[src/rtl/register_file.sv]
// register_file: 32 x 32-bit general-purpose register file of the single-cycle CPU.
// Two combinational read ports (rs/rt) and one rising-edge write port. r0 reads as zero.
// BYPASS=1 forwards WriteData to a read port that addresses the register being written.
module register_file #(
  parameter int unsigned DATA_WIDTH = 32,
  parameter int unsigned ADDR_WIDTH = 5,
  parameter int unsigned BYPASS     = 0
) (
  input  logic                  Clock,
  input  logic                  ResetN,
  input  logic [ADDR_WIDTH-1:0] ReadReg1,
  input  logic [ADDR_WIDTH-1:0] ReadReg2,
  input  logic [ADDR_WIDTH-1:0] WriteReg,
  input  logic [DATA_WIDTH-1:0] WriteData,
  input  logic                  RegWrite,
  output logic [DATA_WIDTH-1:0] ReadData1,
  output logic [DATA_WIDTH-1:0] ReadData2
);

  localparam int unsigned DEPTH = 2 ** ADDR_WIDTH;

  logic [DATA_WIDTH-1:0] mem_q [DEPTH];
  logic                  wr_en;

  // A write is effective only when enabled and not aimed at r0.
  always_comb begin
    wr_en = RegWrite && (WriteReg != '0);
  end

  // Storage: asynchronous clear, one write per rising edge; r0 is never written so stays zero.
  always_ff @(posedge Clock or negedge ResetN) begin
    if (!ResetN) begin
      for (int unsigned i = 0; i < DEPTH; i++) begin
        mem_q[i] <= '0;
      end
    end else if (wr_en) begin
      mem_q[WriteReg] <= WriteData;
    end
  end

  // Read port 1: forced to zero in reset, optional write-through, otherwise stored value.
  always_comb begin
    ReadData1 = '0;
    if (ResetN) begin
      if ((BYPASS != 0) && wr_en && (ReadReg1 == WriteReg)) begin
        ReadData1 = WriteData;
      end else begin
        ReadData1 = mem_q[ReadReg1];
      end
    end
  end

  // Read port 2: same behaviour as port 1.
  always_comb begin
    ReadData2 = '0;
    if (ResetN) begin
      if ((BYPASS != 0) && wr_en && (ReadReg2 == WriteReg)) begin
        ReadData2 = WriteData;
      end else begin
        ReadData2 = mem_q[ReadReg2];
      end
    end
  end

endmodule

[config.mk]
export PLATFORM = sky130hd
export DESIGN_NAME = register_file
export DESIGN_NICKNAME = d
export VERILOG_FILES = /design/src/rtl/register_file.sv
export SDC_FILE = /design/constraint.sdc
export NUM_CORES = 2
export LEC_CHECK = 0
export BUFFER_PORTS_ARGS = -buffer_cell sky130_fd_sc_hd__buf_2
export CAP_MARGIN = 15
export CORE_MARGIN = 2
export CORE_UTILIZATION = 45
export DETAILED_ROUTE_END_ITERATION = 10
export PLACE_DENSITY_LB_ADDON = 0.05
export SYNTH_ARGS = -nofsm -noshare
export SYNTH_HDL_FRONTEND = slang
export SYNTH_SLANG_ARGS = --single-unit
[constraint.sdc]
create_clock -name Clock -period 2.75 [get_ports Clock]
set_clock_uncertainty 0.1 [all_clocks]
set_input_delay 0.4125 -clock Clock [delete_from_list [all_inputs] [get_ports Clock]]
set_output_delay 0.4125 -clock Clock [all_outputs]
set_load 0.02 [all_outputs]
# After elaboration in Yosys (flattened, before gate mapping)
# Cells that the tools add are included.
# word_totals
wordCells	53
latch_bits	0
n_memories	0
in_bits	50
out_inout_bits	64
romBits	0
ramBits	0
regBits	1024
# op_classes
magnitude_cmp	4
bitwise	3
addsub	0
mux	11
n_eq_ne	0
mul	0
shift	0
reduce_logical	3
div_mod_pow	0
# op_table
cell	n
$bwmux 1024	1
$bmux 32 s5	2
$mux 32	7
$demux 32 s5	1
$ge 6x6->1 const B	3
$not 5->6	3
$lt 6x1->1 const B	1
$reduce_bool 5->1	1
$logic_and 1x1->1	2

# Depth between registers and ports, before layout
# depth
depth_word	6
mapped_depth	8
depth_no_buf	4

# Worst setup path before layout
# OpenSTA, ideal clock, no wires.
# synth_path
path_type	input port to output port
from	input port ReadReg1[1]
to	output port ReadData1[17]
slack_ps	283
t_required_ps	2237
arrival_time_ps	1955
cell_stages	8
path_buffers	4
path_cell_list	buf_4 -> buf_6 -> buf_6 -> nor2b_1 -> buf_2 -> a221oi_1 -> o21ai_0 -> a31oi_1
# synth_between
elab_chain_len	5
# synth_rtl
item	line_no	source
start: declaration	11	input logic [ADDR_WIDTH-1:0] ReadReg1,
$not 5->6 (implied by the code)	48	ReadData1 = mem_q[ReadReg1];
$bmux 32 s5	48	
$mux 32 (implied by the code) (2 in a row)	48	
$mux 32	44	if (ResetN) begin
end: declaration	16	output logic [DATA_WIDTH-1:0] ReadData1,
# Every way passes these cells. The select of a mux whose other input is x is not followed.

# Worst setup path after layout
# layout_path
from	register mem_q[945] (netlist bit)
to	output port ReadData2[17]
# layout_between
elab_chain_len	4
# layout_rtl
item	line_no	source
start: declaration	22	logic [DATA_WIDTH-1:0] mem_q [DEPTH];
start signal: indexed assignment	37	mem_q[WriteReg] <= WriteData;
$bmux 32 s5	60	ReadData2 = mem_q[ReadReg2];
$mux 32 (implied by the code) (2 in a row)	60	
$mux 32	56	if (ResetN) begin
end: declaration	17	output logic [DATA_WIDTH-1:0] ReadData2
# Every way passes these cells. The select of a mux whose other input is x is not followed.

==> results_dict.tcl <==
set metrics [dict create \
    p_switching_mw 12.7 \
    ys.flop_type "dfrtp_1" \
    h-tree-depth 3 \
    finalHoldViolations 0 \
    ys_types 35 \
    dr_total_vias 35700 \
    cp_max_fo 3 \
    fmaxAchievable_mhz 331 \
    ff_latch_area_sq_mm 0.0256 \
    p_comb_frac 0.223 \
    largest_reg_flops 1024 \
    die_w_um 351 \
    drive_gt1_frac 0.625 \
    pre_cts_ws_ns -0.346 \
    wl_mm 190 \
    maxCapViolCount 0 \
    synth_top_cell_area_share 0.472 \
    port_buffers 113 \
    numPlacedInstances 5210 \
    fin_hold_ws_ns 0.0541 \
    area_growth_syn_to_layout_pct 21.1 \
    ys_ff_latch 1024 \
    drtIter0Drc 2648 \
    cts_tree "yes" \
    leakagePower_nw 28.1 \
    cts_buffers 114 \
    async_flop_share 1.00 \
    worst_slew_pin_slew_ns 1.13 \
    crit_arrival_ns 2.51 \
    synthCells 3542 \
    gr-total-overflow 0 \
    p_per_area_mw_per_mm2 702 \
    synth_top_area_cell "dfrtp_1" \
    final_nets 3806 \
    seq_power_share 0.434 \
    wl_per_cell_um 34.7 \
    gp_congestion 0.837 \
    antenna_found_initial 14 \
    initial_utilization 0.453 \
    internal_power_mw 33.5 \
    grt_pass1_vias 38800 \
    ys_seq_area_frac 0.472 \
    ir_drop_mv 0.592 \
    cts_num_sinks 1024 \
    violations "negative setup slack" \
    drc_errors 0 \
    clkPwrFrac 0.343 \
    ant_nets 0 \
    dpl.hpwl_mm 119 \
    nFillCells 9588 \
    largest-register "mem_q" \
    core_sq_mm 0.120 \
    multiInputGateArea_sq_mm 0.0286 \
    first_pass_iters 5 \
    grt_util_all_layers 0.312 \
    path_class "reg -> out" \
    finalMaxSlewViolations 0 \
    synth.avg_cell_area_sq_um 15.3 \
    critPathRequiredTime_ns 2.24 \
    worstSetupEndpointType "primary output" \
    swShare 0.276 \
    grt_max_degree 76 \
    min_period_ns 3.03 \
    row_count 127 \
    synth_commonest_cells "mux2_2, dfrtp_1, mux4_2" \
    fp.dieH_um 351 \
    cts_root_buf "clkbuf_16" \
    syn_nets 3592 \
    reg_top3 "mem_q (1024)" \
    synth_edf_count 0 \
    clock_latency_ns 0.72 \
    fin_crit_sh 1.10 \
    fin_cells 5465 \
    ys_warn_count 0 \
    io-pin-count 114 \
    setup_violations 64 \
    vias_per_cell 6.53 \
    grt_setup_unrepaired "true" \
    fin_ws_ns -0.276 \
    timing.setup.tns_ns -10.68 \
    synth_area_leaders "dfrtp_1, mux2_2, mux4_2, mux2i_1, clkbuf_1" \
    status "finished with violations" \
    grt_pass1_wl_mm 278 \
    maxSlewHeadroom 0.244 \
    synth_most_common_cell "mux2_2" \
    worstSetupStartpointType "flop" \
    hp-class "in -> async" \
    path_clk_slew_ns 0.06 \
    cts_buffer_depth 3 \
    die_area_sq_mm 0.124 \
    syn_area_sq_mm 0.0543 \
]
power by group through the flow:
stage	clock network, mW	registers [mW]	logic, mW
detailed placement	0	20.3	9.34
finish	15.8	20.1	10.3
CTS	16.1	20.0	10.1
global placement	0	19.9	9.06
floorplan	0	19.5	6.80
global route	16.8	20.4	10.9
worst max-delay path, cell delays in order (launching register included):
cell	delay [ns]
dfrtp_1	0.40
mux4_2	0.48
mux2_4	0.30
o221ai_4	0.22
a31oi_1	0.08
buf_4	0.20
buf_6	0.13
layout by cell type (no fill, tap or decap), drive strengths merged, types with 2 or more instances in the layout:
master / netlist / final
a221oi: 46 / 46
a22oi: 64 / 64
a31oi: 64 / 64
and2: 2 / 2
buf: 214 / 498
bufinv: 0 / 8
clkbuf: 204 / 171
clkinv: 0 / 23
clkinvlp: 0 / 3
dfrtp: 1024 / 1024
diode: 0 / 6
dlygate4sd3: 0 / 17
inv: 2 / 4
mux2: 1120 / 1120
mux2i: 128 / 128
mux4: 448 / 448
nand2: 52 / 52
nand2b: 2 / 2
nand3: 2 / 2
nand3b: 4 / 4
nor2: 23 / 23
nor2b: 4 / 4
nor3b: 4 / 4
o2111ai: 18 / 18
o21ai: 46 / 46
o221ai: 64 / 64
or2: 3 / 3
through the flow:
step	total power [mW]	util	area, sq um
after floorplan	26.3	-	54300
after global placement	29.0	0.496	59400
after detailed placement	29.6	0.496	59400
after CTS	46.2	0.543	65100
after global routing	48.1	0.549	65800
final	46.2	0.549	65800
metal layers:
layer	part of all wire	vias to the layer above	GRT usage
li1	-	14300	-
met2	0.48	1284	0.503
met4	0.037	10	0.115
met3	0.057	401	0.0486
met1	0.43	19700	0.429
met5	0.00033	-	0
final timing paths:
kind,slack (ns),cells past startpoint,start,endpoint
min in group Clock,0.22,2,WriteData[0],mem_q[448]$_DFFE_PN0P_
hold reg to reg,0.30,0,mem_q[1004]$_DFFE_PN0P_,mem_q[1004]$_DFFE_PN0P_
setup / recovery,-0.28,6,mem_q[945]$_DFFE_PN0P_,ReadData2[17]
hold / removal,0.05,4,ResetN,mem_q[90]$_DFFE_PN0P_
max in group asynchronous,0.37,5,ResetN,mem_q[347]$_DFFE_PN0P_
setup reg to reg,1.61,3,mem_q[797]$_DFFE_PN0P_,mem_q[797]$_DFFE_PN0P_
timing repair:
item                                   4_1_cts  5_1_grt
buffers inserted                             9       19
resized for setup                          280       82
setup endpoints to repair                   64       64
pin swaps                                   26       30
endpoints found under the hold margin      371        0
hold buffers                                20        0
gates cloned                                 1        0
layout make-up:
class,count,area share
timing repair buffer,516,0.0866
multi-input combinational,2098,0.434
clock inverter,36,0.00606
antenna,6,0.000228
tap,1612,0.0306
sequential,1024,0.389
inverter,2,0.000190
clock buffer,171,0.0527
logic make-up (layout without fill, tap and decap cells):
family,Yosys count,count (layout),share of synthesized area
AOI/OAI and AO/OA,302,302,0.0412
buffers and inverters,420,725,0.0370
DFF,1024,1024,0.472
muxes,1696,1696,0.441
other,0,6,0
and+or+nand+nor,100,100,0.00882
No activity file was read; power rests on OpenSTA's default activity.
